<file path="config.mk">
export PLATFORM = sky130hd
export DESIGN_NAME = wb_pipe
export DESIGN_NICKNAME = d
export VERILOG_FILES = /design/src/rtl/wb_pipe.sv
export SDC_FILE = /design/constraint.sdc
export NUM_CORES = 1
export LEC_CHECK = 0
export CORE_MARGIN = 5
export CORE_UTILIZATION = 40
export DETAILED_ROUTE_END_ITERATION = 8
export PLACE_DENSITY_LB_ADDON = 0.12
export SLEW_MARGIN = 10
export SYNTH_ARGS = -nofsm -noshare
export SYNTH_HDL_FRONTEND = slang
export SYNTH_SLANG_ARGS = --single-unit
</file>
<file path="constraint.sdc">
create_clock -name clk_i -period 2.1 [get_ports clk_i]
set_input_delay 0.525 -clock clk_i [delete_from_list [all_inputs] [get_ports clk_i]]
set_output_delay 0.525 -clock clk_i [all_outputs]
set_load 0.1 [all_outputs]
</file>
<file path="src/rtl/wb_pipe.sv">
// MEM/WB pipeline register bank of configurable depth. It also provides writeback data
// selection, register forwarding lookup and a saturating stall-cycle counter.
module wb_pipe #(
    parameter int DATA_W = 32,
    parameter int RD_W   = 5,
    parameter int STAGES = 1,
    parameter int CNT_W  = 16
) (
    input  logic              clk_i,
    input  logic              rst_i,
    input  logic              start_i,
    input  logic              stall_i,
    input  logic              flush_i,
    input  logic              valid_i,
    input  logic              RegWrite_i,
    input  logic              MemtoReg_i,
    input  logic [DATA_W-1:0] ALU_rst_i,
    input  logic [DATA_W-1:0] ReadData_i,
    input  logic [RD_W-1:0]   RDaddr_i,
    input  logic [RD_W-1:0]   fwd_addr_i,
    output logic              valid_o,
    output logic              RegWrite_o,
    output logic              MemtoReg_o,
    output logic [DATA_W-1:0] ALU_rst_o,
    output logic [DATA_W-1:0] ReadData_o,
    output logic [RD_W-1:0]   RDaddr_o,
    output logic [DATA_W-1:0] WBdata_o,
    output logic              fwd_hit_o,
    output logic [DATA_W-1:0] fwd_data_o,
    output logic [CNT_W-1:0]  stall_cnt_o
);

    generate
        if (STAGES < 1 || STAGES > 4) begin : g_bad_stages
            $error("wb_pipe: STAGES must be in 1..4");
        end
    endgenerate

    typedef struct packed {
        logic              v;
        logic              rw;
        logic              m2r;
        logic [DATA_W-1:0] alu;
        logic [DATA_W-1:0] rdata;
        logic [RD_W-1:0]   rd;
    } stage_t;

    stage_t            stage_q [STAGES];
    stage_t            stage_d [STAGES];
    stage_t            in_slot;
    logic [CNT_W-1:0]  stall_cnt_q, stall_cnt_d;
    logic [DATA_W-1:0] wb_w   [STAGES];
    logic [STAGES-1:0] hit_w;

    // Register 0 is hardwired, so a write to it is dropped on entry.
    always_comb begin
        in_slot       = '0;
        in_slot.v     = valid_i;
        in_slot.rw    = RegWrite_i & valid_i & (RDaddr_i != '0);
        in_slot.m2r   = MemtoReg_i;
        in_slot.alu   = ALU_rst_i;
        in_slot.rdata = ReadData_i;
        in_slot.rd    = RDaddr_i;
    end

    always_comb begin
        for (int i = 0; i < STAGES; i++) begin
            stage_d[i] = stage_q[i];
        end
        stall_cnt_d = stall_cnt_q;
        if (start_i && flush_i) begin
            for (int i = 0; i < STAGES; i++) begin
                stage_d[i].v  = 1'b0;
                stage_d[i].rw = 1'b0;
            end
        end else if (start_i && stall_i) begin
            if (stall_cnt_q != '1) begin
                stall_cnt_d = stall_cnt_q + 1'b1;
            end
        end else if (start_i) begin
            stage_d[0] = in_slot;
            for (int i = 1; i < STAGES; i++) begin
                stage_d[i] = stage_q[i-1];
            end
        end
    end

    always_ff @(posedge clk_i) begin
        if (rst_i) begin
            for (int i = 0; i < STAGES; i++) begin
                stage_q[i] <= '0;
            end
            stall_cnt_q <= '0;
        end else begin
            for (int i = 0; i < STAGES; i++) begin
                stage_q[i] <= stage_d[i];
            end
            stall_cnt_q <= stall_cnt_d;
        end
    end

    genvar gi;
    generate
        for (gi = 0; gi < STAGES; gi++) begin : g_stage
            assign wb_w[gi]  = stage_q[gi].m2r ? stage_q[gi].rdata : stage_q[gi].alu;
            assign hit_w[gi] = stage_q[gi].v & stage_q[gi].rw &
                               (stage_q[gi].rd == fwd_addr_i) & (fwd_addr_i != '0);
        end
    endgenerate

    // Scan oldest to youngest so the youngest matching stage overwrites older ones.
    always_comb begin
        fwd_hit_o  = 1'b0;
        fwd_data_o = '0;
        for (int i = STAGES - 1; i >= 0; i--) begin
            if (hit_w[i]) begin
                fwd_hit_o  = 1'b1;
                fwd_data_o = wb_w[i];
            end
        end
    end

    assign valid_o     = stage_q[STAGES-1].v;
    assign RegWrite_o  = stage_q[STAGES-1].rw & stage_q[STAGES-1].v;
    assign MemtoReg_o  = stage_q[STAGES-1].m2r;
    assign ALU_rst_o   = stage_q[STAGES-1].alu;
    assign ReadData_o  = stage_q[STAGES-1].rdata;
    assign RDaddr_o    = stage_q[STAGES-1].rd;
    assign WBdata_o    = wb_w[STAGES-1];
    assign stall_cnt_o = stall_cnt_q;

endmodule

</file>
# [Word-level counts from Yosys, hierarchy flattened]
# Memory sizes are Yosys's and may differ from the RTL's.
# Cells that the tools add are included.
[op_classes] eq_ne=2 reduce_logical=6 muxes=12 n_addsub=1 bitwise_logic=6
[ops] operator="$mux 72" count=3
[ops] operator="$reduce_or 72->1" count=1
[ops] operator="$mux 70" count=1
[ops] operator="$mux 32" count=2
[ops] operator="$add 16x1->16 const B" count=1
[ops] operator="$ne 16x16->1 const B" count=1
[ops] operator="$reduce_bool 5->1" count=2
[ops] operator="$and 1x1->1" count=5
[ops] operator="$eq 5x5->1" count=1
[ops] operator="$mux 1" count=5
[ops] operator="$reduce_and 3->1" count=1
[ops] operator="$logic_and 1x1->1" count=2
[ops] operator="$mux 2" count=1
[ops] operator="$not 1->1" count=1
[word_totals] n_memories=1 output_inout_bits=153 wordCells=29 ramBits=72 register_bits=16 inputBits=82
[memory_table] name="stage_q" words=1 width=72 rd=1 rd_clocked_by_memory_dff=0 write_ports=1 line="48" text="stage_t stage_q [STAGES];"

# [Logic depth before layout (Yosys ltp)]
# Gate-level depths: netlist of the first run.
[depth] ltp_word=6 ltp_mapped=6 mapped_depth_nobuf=5

# [Least setup slack after synthesis of the first run]
# Ideal clock, no wire load.
[synth_timing] path_type="register to output" start="mem stage_q[0][71] in the netlist's numbering" end="out fwd_data_o[10]" n_path_buf=1 t_arrival_ns=3.817 slack_ns=-2.242 path_stages_with_launch=5 required_ns=1.575 cell_sequence="dfxtp_1 > and2_1 > nand4_1 > clkbuf_1 > nor2b_1"
[synth_via] elab_chain_cells=5
[synth_lines] element="start: declaration" line="48"
[synth_lines] element="$mem_v2 1x72"
[synth_lines] element="$and 1x1->1"
[synth_lines] element="via RegWrite_o" line="22" text="output logic RegWrite_o,"
[synth_lines] element="$and 1x1->1" line="106" text="assign hit_w[gi] = stage_q[gi].v & stage_q[gi].rw &"
[synth_lines] element="$and 1x1->1" line="107" text="(stage_q[gi].rd == fwd_addr_i) & (fwd_addr_i != '0);"
[synth_lines] element="$mux 32" line="116" text="if (hit_w[i]) begin"
[synth_lines] element="end: declaration" line="29" text="output logic [DATA_W-1:0] fwd_data_o,"
# The timed path passes the listed nets, and every way through them passes these cells.

# [Worst setup path after layout of the first run]
[layout_timing] start="in fwd_addr_i[2]" end="out fwd_data_o[26]"
[layout_via] elab_chain_cells=4 elab_cells_between_ends=5 classes_between="eq/ne (1); mux (1); bitwise (2); reduce/logical (1)"
[layout_lines] element="start: declaration" line="20" text="input logic [RD_W-1:0] fwd_addr_i,"
[layout_lines] element="$eq 5x5->1" line="107"
[layout_lines] element="$and 1x1->1" line="106"
[layout_lines] element="$and 1x1->1 *" line="107"
[layout_lines] element="$mux 32 *" line="116"
# Mark *: on every way between the ends. The rest lies on a longest branch, timed or not.

==> out/metrics.cfg, run 1 <==
[die]
io_pins = 235
die_width_microns = 117
die-area_sq_um = 13600
start_util_pct = 40.3
die_h_microns = 117
core_sq_um = 11300
rows = 39

[global_route]
antenna_found_initial = 1
grt_util_met2_pct = 40.2
groute.usage.overall_pct = 22.0
grt_pass1_vias = 4517
use_met3_pct = 5.28
busiest_layer = met2
grt_max_degree = 41
overflow = 0
globalRouteMet1Util_pct = 23.4
grt_pass1_wl_microns = 23300

[logic_synthesis]
avgSynthCellArea_sq_um = 7.94
synth_edf_count = 0
synthDistinctLibCells = 43
yosysTopAreaCellShare_pct = 38.8
synth_cells = 572
ys_seq_area_share_pct = 38.8
async_reset_ff_share_pct = 0
synth_area_leaders = dfxtp_1, nand2_1, buf_4
yosys_register_bits = 88
syn_area_sq_um = 4540
ys.warnings.count = 0
synth_fp_nets = 655
yosysTopAreaCell = dfxtp_1
synth-main-ff-cell = dfxtp_1

[clock_network]
cts_htree_levels = 3
clk_pin_slew_worst_paths_ns = 0.06
clockBufferDepth = 2
cts_hold_buf = 0
cts_root_buf = clkbuf_16
cts_buffers = 9
cts_tree = yes
cts.sinks = 88
clk_latency_ns = 0.33

[placed_design]
placed_area_sq_um = 7570
dpl.hpwl_microns = 11700
io_buffers = 234
dp.cells = 870
place_congestion = 0.848

[outcome]
violations = setup timing
status = finished, violations left

[worst_hold_path]
min_from = stage_q[0][70]$_SDFFE_PP0P_
hp-class = reg -> reg
hold_depth = 2
min_to = stage_q[0][70]$_SDFFE_PP0P_

[critical_path]
arrival_ns = 2.00
crit_path_end_kind = output pin
critical_path.max_fanout = 8
reg2reg_depth = 5
startpoint_type = primary input
critical_path_required_ns = 1.57
r2r-end = stall_cnt_o[10]$_SDFFE_PP0P_
rrSetupSlack_ns = 0.30
crit_type = in -> out
timing.rr.start = stall_cnt_o[0]$_SDFFE_PP0P_

[routing]
wl_microns = 15500
wl_per_cell_microns = 17.3
vias = 4499
dr.pass1.iters = 4
drc = 0
viasPerCell = 5.03
drt_iter0_drc = 191
ant_nets = 0

[sta]
setup-violations-final = 33
hold_ws_ns = 0.463
worst_pin_slew_ns = 0.441
slew_violations = 0
finClkSkew_ns = 0.00724
final.min_clock_period_ns = 2.52
grt_setup_unrepaired = true
maxSlewHeadroom_pct = 70.6
hold_viol = 0
worst_slack_ns = -0.423
fmax_mhz = 396
period_share_pct = 120

[cells_and_area]
fin_area_sq_um = 8040
drive_gt1_share_pct = 40.0
area_delta_synth_final_pct = 77.0
final_core_util_pct = 71.3
num-nets-final = 828
fin_cells = 894

[power_and_ir_drop]
leakage_nw = 3.12
power_density_nw_per_um2 = 569
finalPower_mw = 4.57
ir_drop_uv = 504

[job]
cap_violations = 0

## metrics by stage
stage / setup TNS [ns] / worst slack [ns]
floorplan: -20.51 / -0.649
global placement: -20.33 / -0.609
detailed placement: -22.08 / -0.663
CTS: -12.52 / -0.393
global route: -14.65 / -0.459
finish: -13.34 / -0.423
## metal layers
layer  wire [microns]  vias to the layer above
li1                 -                     2185
met1             5450                     2081
met2             8040                      190
met3             1300                       43
met4              693                        0
met5                0                        -
## synth_stat cells, types with 3 or more instances
cell type	n
nand2_1	151
dfxtp_1	88
a21oi_1	79
buf_4	69
mux2_2	33
clkbuf_1	32
nor2b_1	32
nor2_1	11
inv_1	10
nand3_1	8
o21ai_0	6
nor3_1	5
nand4_1	4
o31ai_1	3
or3_1	3
or4_1	3
xor2_1	3
## worst max-delay path by stage
stage / slack, ns / from / end / depth (start not counted)
final: -0.42 / fwd_addr_i[2] / fwd_data_o[26] / 8
after global routing: -0.46 / stage_q[0][0]$_SDFFE_PP0P_ / fwd_data_o[15] / 8
after CTS: -0.39 / stage_q[0][0]$_SDFFE_PP0P_ / fwd_data_o[26] / 8
after detailed placement: -0.66 / fwd_addr_i[4] / fwd_data_o[26] / 7
after global placement: -0.61 / fwd_addr_i[4] / fwd_data_o[24] / 7
after floorplan: -0.65 / stage_q[0][71]$_SDFFE_PP0P_ / fwd_data_o[10] / 4
## registers in the layout, summed over array words and instances (netlist names)
name / count
stall_cnt_o: 16
stage_q: 72
## power breakdown
group | switching, mW | internal (mW)
clock network | 0.679 | 1.06
logic | 0.691 | 0.390
registers | 0.0398 | 1.71
## cell type report
cell class                      count  area, sq um
Antenna cell                        1         2.50
Clock buffer                        9          225
Clock inverter                      7          101
Fill cell                         899         3230
Inverter                           10         41.3
Multi-Input combinational cell    373         2470
Sequential cell                    88         1790
Tap cell                          143          179
Timing Repair Buffer              263         3220
## worst max-delay path, stage by stage
cell and delay, ns:
dlygate4sd2_1 0.24, xor2_1 0.14, nor3_1 0.20, nand4_1 0.20, buf_6 0.20, buf_12 0.16
nor2b_4 0.14, buf_12 0.18
## logic make-up (layout without fill, tap and decap cells)
group           count (synthesis)  after routing  share of synthesized area (%)
simple gates                  234            234                           24.7
buf+inv                       111            289                           14.9
compound gates                 99             99                           12.0
flops                          88             88                           38.8
mux                            35             35                           8.63
xor+xnor                        4              4                          0.772
fa+ha+maj                       1              1                          0.276
other cells                     0              1                              0
## placed cells by master (no fill, tap or decap), types with 3 or more instances in the layout
cell type,netlist,routed
xor2_1,3,3
mux2_2,33,4
dfxtp_2,0,18
dfxtp_1,88,68
or3_1,3,3
o21ai_0,6,5
nor3_1,5,5
nand2_1,151,151
nor2b_4,0,32
buf_6,0,4
buf_4,69,97
nor2_1,11,11
clkbuf_16,0,9
a21oi_1,79,79
buf_12,0,78
buf_16,0,3
nand4_1,4,4
clkdlybuf4s50_1,0,75
mux2_4,0,29
or4_1,3,3
inv_1,10,9
o31ai_1,3,3
nand3_1,8,7
## timing repair
item | in CTS | in global routing
setup buffers | 3 | 1
resized for setup | 14 | 6
setup endpoints to repair | 33 | 33
cloned | 3 | 0
pin swaps | 3 | 3
Note: power is estimated with default switching activity, not from simulation.
==> run 2: changes to the inputs <==
- CORE_ASPECT_RATIO: not set -> 2
==> run 2 against run 1 <==
Against the previous run: the run still ends with setup timing left; combinational power is essentially flat; die area rose by 0.95%; cell count stayed put; wire length increased by 6.8%; critical endpoint is now fwd_data_o[0]; clock skew is 0.0058 ns lower; sequential share of layout area is essentially flat; worst setup slack gained 0.031 ns; design area hardly changed; power decreased by 1.2%; critical path depth stayed put; flip-flop and latch count unchanged.
==> out/metrics.cfg, run 2 (synthesis gave the netlist of run 1 again) <==
[outcome]
status = finished, violations left
violations = setup timing

[power_and_ir_drop]
power_density_nw_per_um2 = 562
leakage_nw = 3.11
finalPower_mw = 4.52
ir_drop_uv = 455

[global_route]
grt_max_degree = 46
groute.usage.overall_pct = 23.4
antenna_found_initial = 1
grt_pass1_vias = 4745
overflow = 0
grt_pass1_wl_microns = 25100

[critical_path]
critical_path_required_ns = 1.57
crit_type = in -> out
critical_path.max_fanout = 8
arrival_ns = 1.97
startpoint_type = primary input
crit_path_end_kind = output pin

[clock_network]
cts_buffers = 9
clk_pin_slew_worst_paths_ns = 0.06
cts.sinks = 88
cts_tree = yes
clk_latency_ns = 0.34
cts_hold_buf = 0
clockBufferDepth = 2
cts_root_buf = clkbuf_16
cts_htree_levels = 3

[sta]
slew_violations = 0
hold_viol = 0
worst_slack_ns = -0.392
setup-violations-final = 33
worst_pin_slew_ns = 0.355
final.min_clock_period_ns = 2.49
final.setup.tns_ns = -12.42
fmax_mhz = 401
maxSlewHeadroom_pct = 76.3
finClkSkew_ns = 0.00144
grt_setup_unrepaired = true
period_share_pct = 119

[routing]
vias = 4525
drt_iter0_drc = 175
dr.pass1.iters = 4
ant_nets = 0
drc = 0
wl_per_cell_microns = 18.5
viasPerCell = 5.06
wl_microns = 16500

[cells_and_area]
fin_area_sq_um = 8030
seq_area_sq_um = 1790
most-common-layout-cells = nand2_1, buf_4, a21oi_1
fill_cells = 830
drive_gt1_share_pct = 39.8
layout_commonest_cell = nand2_1
largest_reg_flops = 72
fin_cells = 894
multi_input_area_sq_um = 2470
top_register = stage_q
area_delta_synth_final_pct = 76.9
num-nets-final = 829

[job]
cap_violations = 0

[die]
die_h_microns = 161
start_util_pct = 40.5
die-area_sq_um = 13700
rows = 55
die_width_microns = 85.3
io_pins = 235
core_sq_um = 11200

[worst_hold_path]
hp-class = reg -> reg

[placed_design]
placed_area_sq_um = 7550
dp.cells = 871
place_congestion = 0.845
dp_slack_ns = -0.634
io_buffers = 234
dpl.hpwl_microns = 12600

-- run 2: layer usage --
layer	part of all wire [%]	vias up	global-route usage [%]
met2	58	174	45.6
met5	0	-	0
li1	-	2185	-
met3	6.5	37	5.13
met4	4.0	0	12.2
met1	32	2129	21.5
-- run 2: where the power goes --
group	internal [mW]	switching, mW	total, mW
clock network	1.03	0.657	1.68
registers	1.71	0.0409	1.75
logic	0.386	0.693	1.08
-- run 2: through the flow --
step | hold WS (ns) | util (%)
2_1_floorplan | 0.432 | -
3_3_place_gp | 0.443 | 67.4
3_5_place_dp | 0.451 | 67.4
4_1_cts | 0.461 | 71.5
5_1_grt | 0.494 | 71.6
6_report | 0.460 | 71.6
-- run 2: path summary, 6_finish.rpt --
kind	from	end	slack, ns	depth (start not counted)
hold / removal	stage_q[0][70]$_SDFFE_PP0P_	stage_q[0][70]$_SDFFE_PP0P_	0.46	2
hold reg to reg	stage_q[0][70]$_SDFFE_PP0P_	stage_q[0][70]$_SDFFE_PP0P_	0.46	2
setup / recovery	fwd_addr_i[4]	fwd_data_o[0]	-0.39	8
setup reg to reg	stall_cnt_o[0]$_SDFFE_PP0P_	stall_cnt_o[10]$_SDFFE_PP0P_	0.25	5
-- run 2: critical path, cell delays in order --
cell	delay (ns)
dlygate4sd2_1	0.24
or2_4	0.23
o21ai_2	0.13
nand4_1	0.14
buf_8	0.19
buf_16	0.17
nor2b_4	0.14
buf_12	0.18
-- run 2: layout make-up --
type / count / area share, %
inverters: 10 / 0.514
clock buffers: 12 / 3.33
diodes: 1 / 0.0312
well taps: 142 / 2.21
flip-flops and latches: 88 / 22.3
clock inverters: 4 / 0.623
repair buffers: 264 / 40.2
multi-input cells: 373 / 30.8
-- run 2: timing repair --
action / CTS / global route
setup buffers: 2 / 0
gates resized for setup: 15 / 3
cloned: 4 / 0
pin swaps: 3 / 3
endpoints found under the setup margin: 33 / 48
